==> src/rtl/alu_operand_stage.sv <==
// Operand-fetch stage ahead of the ALU: 2^ADDR_W x DATA_W register file with
// write bypass, A/B source muxes, and the A/B operand latches feeding the ALU.
module alu_operand_stage #(
  parameter int DATA_W = 32,
  parameter int ADDR_W = 5
) (
  input  logic              clk,
  input  logic              rst,
  input  logic [ADDR_W-1:0] rs_addr,
  input  logic [ADDR_W-1:0] rt_addr,
  input  logic [DATA_W-1:0] pc,
  input  logic [15:0]       imm16,
  input  logic              asel,
  input  logic [1:0]        bsel,
  input  logic              ld,
  input  logic              we,
  input  logic [ADDR_W-1:0] wa,
  input  logic [DATA_W-1:0] wd,
  output logic [DATA_W-1:0] A,
  output logic [DATA_W-1:0] B,
  output logic              ab_valid,
  output logic [DATA_W-1:0] rt_data
);

  localparam int NREG = 2 ** ADDR_W;
  localparam logic [DATA_W-1:0] CONST4 = DATA_W'(4);

  function automatic logic [DATA_W-1:0] sign_ext16(input logic [15:0] x);
    logic signed [15:0]       sx;
    logic signed [DATA_W-1:0] ext;
    sx  = signed'(x);
    ext = {{(DATA_W-16){sx[15]}}, sx};
    return ext;
  endfunction

  function automatic logic [DATA_W-1:0] zero_ext16(input logic [15:0] x);
    return {{(DATA_W-16){1'b0}}, x};
  endfunction

  logic [DATA_W-1:0] regs [NREG];
  logic              wr_en;
  logic [DATA_W-1:0] rs_data_p0;
  logic [DATA_W-1:0] rt_data_p0;
  logic [DATA_W-1:0] a_mux_p0;
  logic [DATA_W-1:0] b_mux_p0;

  // Address 0 is never written, so it stays at its reset value of zero.
  assign wr_en = we && (wa != '0);

  always_ff @(posedge clk or posedge rst) begin
    if (rst) begin
      for (int i = 0; i < NREG; i++) regs[i] <= '0;
    end else if (wr_en) begin
      regs[wa] <= wd;
    end
  end

  // Stage p0: combinational reads with same-cycle write bypass, source muxes
  always_comb begin
    rs_data_p0 = regs[rs_addr];
    if (wr_en && (wa == rs_addr)) rs_data_p0 = wd;
    if (rs_addr == '0)            rs_data_p0 = '0;

    rt_data_p0 = regs[rt_addr];
    if (wr_en && (wa == rt_addr)) rt_data_p0 = wd;
    if (rt_addr == '0)            rt_data_p0 = '0;

    a_mux_p0 = asel ? pc : rs_data_p0;

    b_mux_p0 = rt_data_p0;
    case (bsel)
      2'b00:   b_mux_p0 = rt_data_p0;
      2'b01:   b_mux_p0 = sign_ext16(imm16);
      2'b10:   b_mux_p0 = zero_ext16(imm16);
      default: b_mux_p0 = CONST4;
    endcase
  end

  assign rt_data = rt_data_p0;

  // Stage p1: operand latches, held while ld is low so the ALU result stays stable
  always_ff @(posedge clk or posedge rst) begin
    if (rst) begin
      A        <= '0;
      B        <= '0;
      ab_valid <= 1'b0;
    end else if (ld) begin
      A        <= a_mux_p0;
      B        <= b_mux_p0;
      ab_valid <= 1'b1;
    end
  end

endmodule

==> config.mk <==
export PLATFORM = sky130hd
export DESIGN_NAME = alu_operand_stage
export DESIGN_NICKNAME = d
export VERILOG_FILES = /design/src/rtl/alu_operand_stage.sv
export SDC_FILE = /design/constraint.sdc
export NUM_CORES = 2
export LEC_CHECK = 0
export ABC_AREA = 0
export CORE_MARGIN = 3
export CORE_UTILIZATION = 60
export CTS_BUF_LIST = sky130_fd_sc_hd__clkbuf_8
export DETAILED_ROUTE_END_ITERATION = 8
export DONT_BUFFER_PORTS = 1
export GPL_ROUTABILITY_DRIVEN = 0
export PLACE_DENSITY = 0.76
export SLEW_MARGIN = 20
export SYNTH_ARGS = -nofsm -noshare
export SYNTH_HDL_FRONTEND = slang
export SYNTH_SLANG_ARGS = --single-unit
export TNS_END_PERCENT = 5
==> constraint.sdc <==
create_clock -name clk -period 47.9 [get_ports clk]
set_input_delay 7.185 -clock clk [delete_from_list [all_inputs] [get_ports clk]]
set_output_delay 7.185 -clock clk [all_outputs]
set_load 0.02 [all_outputs]
==> results.json <==
{
  "via_count": 36520,
  "post_cts_buffers": 0,
  "postLayoutCoreUtil_pct": 64.78,
  "clockBufferDepth": 3,
  "leakage_nw": 26.74,
  "syn_area_per_cell_um2": 15.38,
  "clock_latency_ps": 850,
  "die_y_um": 316.2,
  "min_period_ps": 16820,
  "nets": 3659,
  "async_reset_ff_share_pct": 100.0,
  "fmax_ghz": 0.05945,
  "powerDensity_mw_per_mm2": 41.08,
  "vias_per_cell": 7.349,
  "cts_tree": "done",
  "critPathCaptureType": "primary output",
  "port_buffers": 0,
  "synth_ff_type": "dfrtp_1",
  "drt_iter0_drc": 4199,
  "numCtsBuffers": 180,
  "cp-start-kind": "input pin",
  "min_path_type": "reg -> reg",
  "peakVddDrop_uv": 28.75,
  "setup_viol": 0,
  "layout_common_cells": "dfrtp_1 (1089), mux2_2 (1022), mux4_2 (564)",
  "core_area_mm2": 0.09515,
  "gr-total-overflow": 0,
  "grt_pass1_vias": 38780,
  "synth-edff-count": 0,
  "io_pins": 199,
  "hold_viol_final": 0,
  "yosys_warnings": 0,
  "wl_per_cell_um": 34.32,
  "endpoint": "rt_data[30]",
  "crit_path_start": "wa[0]",
  "setup_tns_ps": 0,
  "dieArea_mm2": 0.09996,
  "maxSlewViolCount": 0,
  "row_count": 113,
  "holdBufCountCts": 0,
  "synth_seq_cells": 1089,
  "dr.pass1.iters": 5,
  "drive_gt1_share_pct": 52.80,
  "cts_resized": 0,
  "die_w_um": 316.2,
  "timing.rr.end": "A[30]$_DFFE_PP0P_",
  "fin_skew_ps": 31.27,
  "dp.final_hpwl_um": 91500,
  "r2r_start": "regs[62]$_DFFE_PP0P_",
  "synth_area_mm2": 0.05772,
  "finalCritPeriodShare_pct": 35.12,
  "post-route-drc-count": 0,
  "grt_pass1_wl_um": 255900,
  "ant_nets": 0,
  "wirelength_um": 170600,
  "worstRegToRegCells": 5,
  "outcome": "complete, no violations",
  "area_delta_synth_final_pct": 6.798,
  "r2r_setup_slack_ps": 45310,
  "synth_cell_types": 50,
  "start_util_pct": 60.66,
  "htree_num_levels": 4,
  "crit_arrival_ps": 9640,
  "seq_area_frac_synth_pct": 47.21,
  "cp.required_ps": 40720,
  "final_common_cell": "dfrtp_1",
  "syn_nets": 3856,
  "cp_max_fo": 60,
  "rsz0062_at_grt": "no",
  "clock-sinks": 1089,
  "crit_type": "in -> out",
  "grt_max_degree": 259,
  "fillCellCount": 6585,
  "slew_headroom_pct": 26.46,
  "worstMarginPinSlew_ps": 1103,
  "cts_root_buffer": "clkbuf_8",
  "antenna_found_initial": 2,
  "synth_cells": 3754,
  "maxCapViolCount": 0,
  "track_usage_pct": 35.11,
  "clk_pin_slew_ps": 60
}
-- state kept, by name (all words and copies together), names as in the netlist --
signal,flops
A,32
ab_valid,1
B,32
regs,1024
-- metal layers --
layer / GRT usage [%] / up-vias / wire length, um
met5: 0 / - / 0
met4: 12.81 / 0 / 6398
met3: 9.444 / 429 / 18710
met2: 53.56 / 2102 / 79020
met1: 49.26 / 19800 / 66420
li1: - / 14180 / -
-- worst min-delay path by stage --
| stage | startpoint | to | slack (ps) | cells past startpoint |
|---|---|---|---|---|
| finish | regs[998]$_DFFE_PP0P_ | regs[998]$_DFFE_PP0P_ | 400 | 0 |
| CTS | regs[1013]$_DFFE_PP0P_ | regs[1013]$_DFFE_PP0P_ | 400 | 0 |
| global route | regs[1022]$_DFFE_PP0P_ | regs[1022]$_DFFE_PP0P_ | 400 | 0 |
| global placement | regs[1023]$_DFFE_PP0P_ | regs[1023]$_DFFE_PP0P_ | 380 | 0 |
| floorplan | regs[1000]$_DFFE_PP0P_ | regs[1000]$_DFFE_PP0P_ | 440 | 1 |
| detailed placement | regs[1013]$_DFFE_PP0P_ | regs[1013]$_DFFE_PP0P_ | 380 | 0 |
-- cells by family after synthesis --
logic type	share of synthesized area (%)
mux	44.53
flops	47.21
buf+inv	3.258
compound gates	3.161
simple gates	1.682
xor+xnor	0.1518
-- stage by stage --
stage | hold WS [ps] | instances | instance area [um^2] | worst slack, ps | power (W)
6_report | 395.5 | 4969 | 61640 | 31080 | 0.002532
3_5_place_dp | 384.2 | 4640 | 58030 | 31060 | 0.001729
5_1_grt | 404.9 | 4967 | 61640 | 30940 | 0.002640
4_1_cts | 398.6 | 4962 | 61620 | 31050 | 0.002539
2_1_floorplan | 441.3 | 3754 | 57720 | 10060 | 0.001635
3_3_place_gp | 376.3 | 4640 | 58030 | 31170 | 0.001686
-- layout make-up --
class	instances	area [um^2]	share of cell area, %
Antenna cell	7	17.52	0.02842
Clock buffer	228	3138	5.091
Clock inverter	94	451.7	0.7327
Inverter	4	22.52	0.03654
Multi-Input combinational cell	2228	28750	46.65
Sequential cell	1089	27250	44.21
Tap cell	1265	1583	2.568
Timing Repair Buffer	54	425.4	0.6901
-- synth_stat cells, types with 9 or more instances --
library cell | number | area [um^2]
a211oi_1 | 9 | 67.56
a21oi_1 | 91 | 455.4
a221o_1 | 12 | 120.1
a22oi_1 | 23 | 172.7
buf_1 | 76 | 285.3
buf_2 | 84 | 420.4
buf_4 | 25 | 187.7
clkbuf_1 | 242 | 908.4
dfrtp_1 | 1089 | 27250
mux2_1 | 10 | 112.6
mux2_2 | 1022 | 11510
mux2i_1 | 138 | 1381
mux4_2 | 564 | 12700
nand2_1 | 81 | 304.0
nand3_1 | 21 | 105.1
nor2_1 | 56 | 210.2
nor2b_1 | 10 | 62.56
o211ai_1 | 12 | 90.09
o21ai_0 | 48 | 240.2
o221a_2 | 9 | 101.4
o221ai_1 | 32 | 280.3
o22a_1 | 15 | 131.4
o22ai_1 | 12 | 75.07
-- critical path, cell delays in order --
cell and delay [ps]:
or2_1 310, o41ai_4 380, or4_4 560, buf_4 530
o21ai_0 140, a21oi_1 440
-- where the power goes --
part,switching [W],internal (W)
combinational,0.000173,0.000321
sequential,0.000135,0.00109
clock,0.000380,0.000432
No activity file was read; power rests on OpenSTA's default activity.
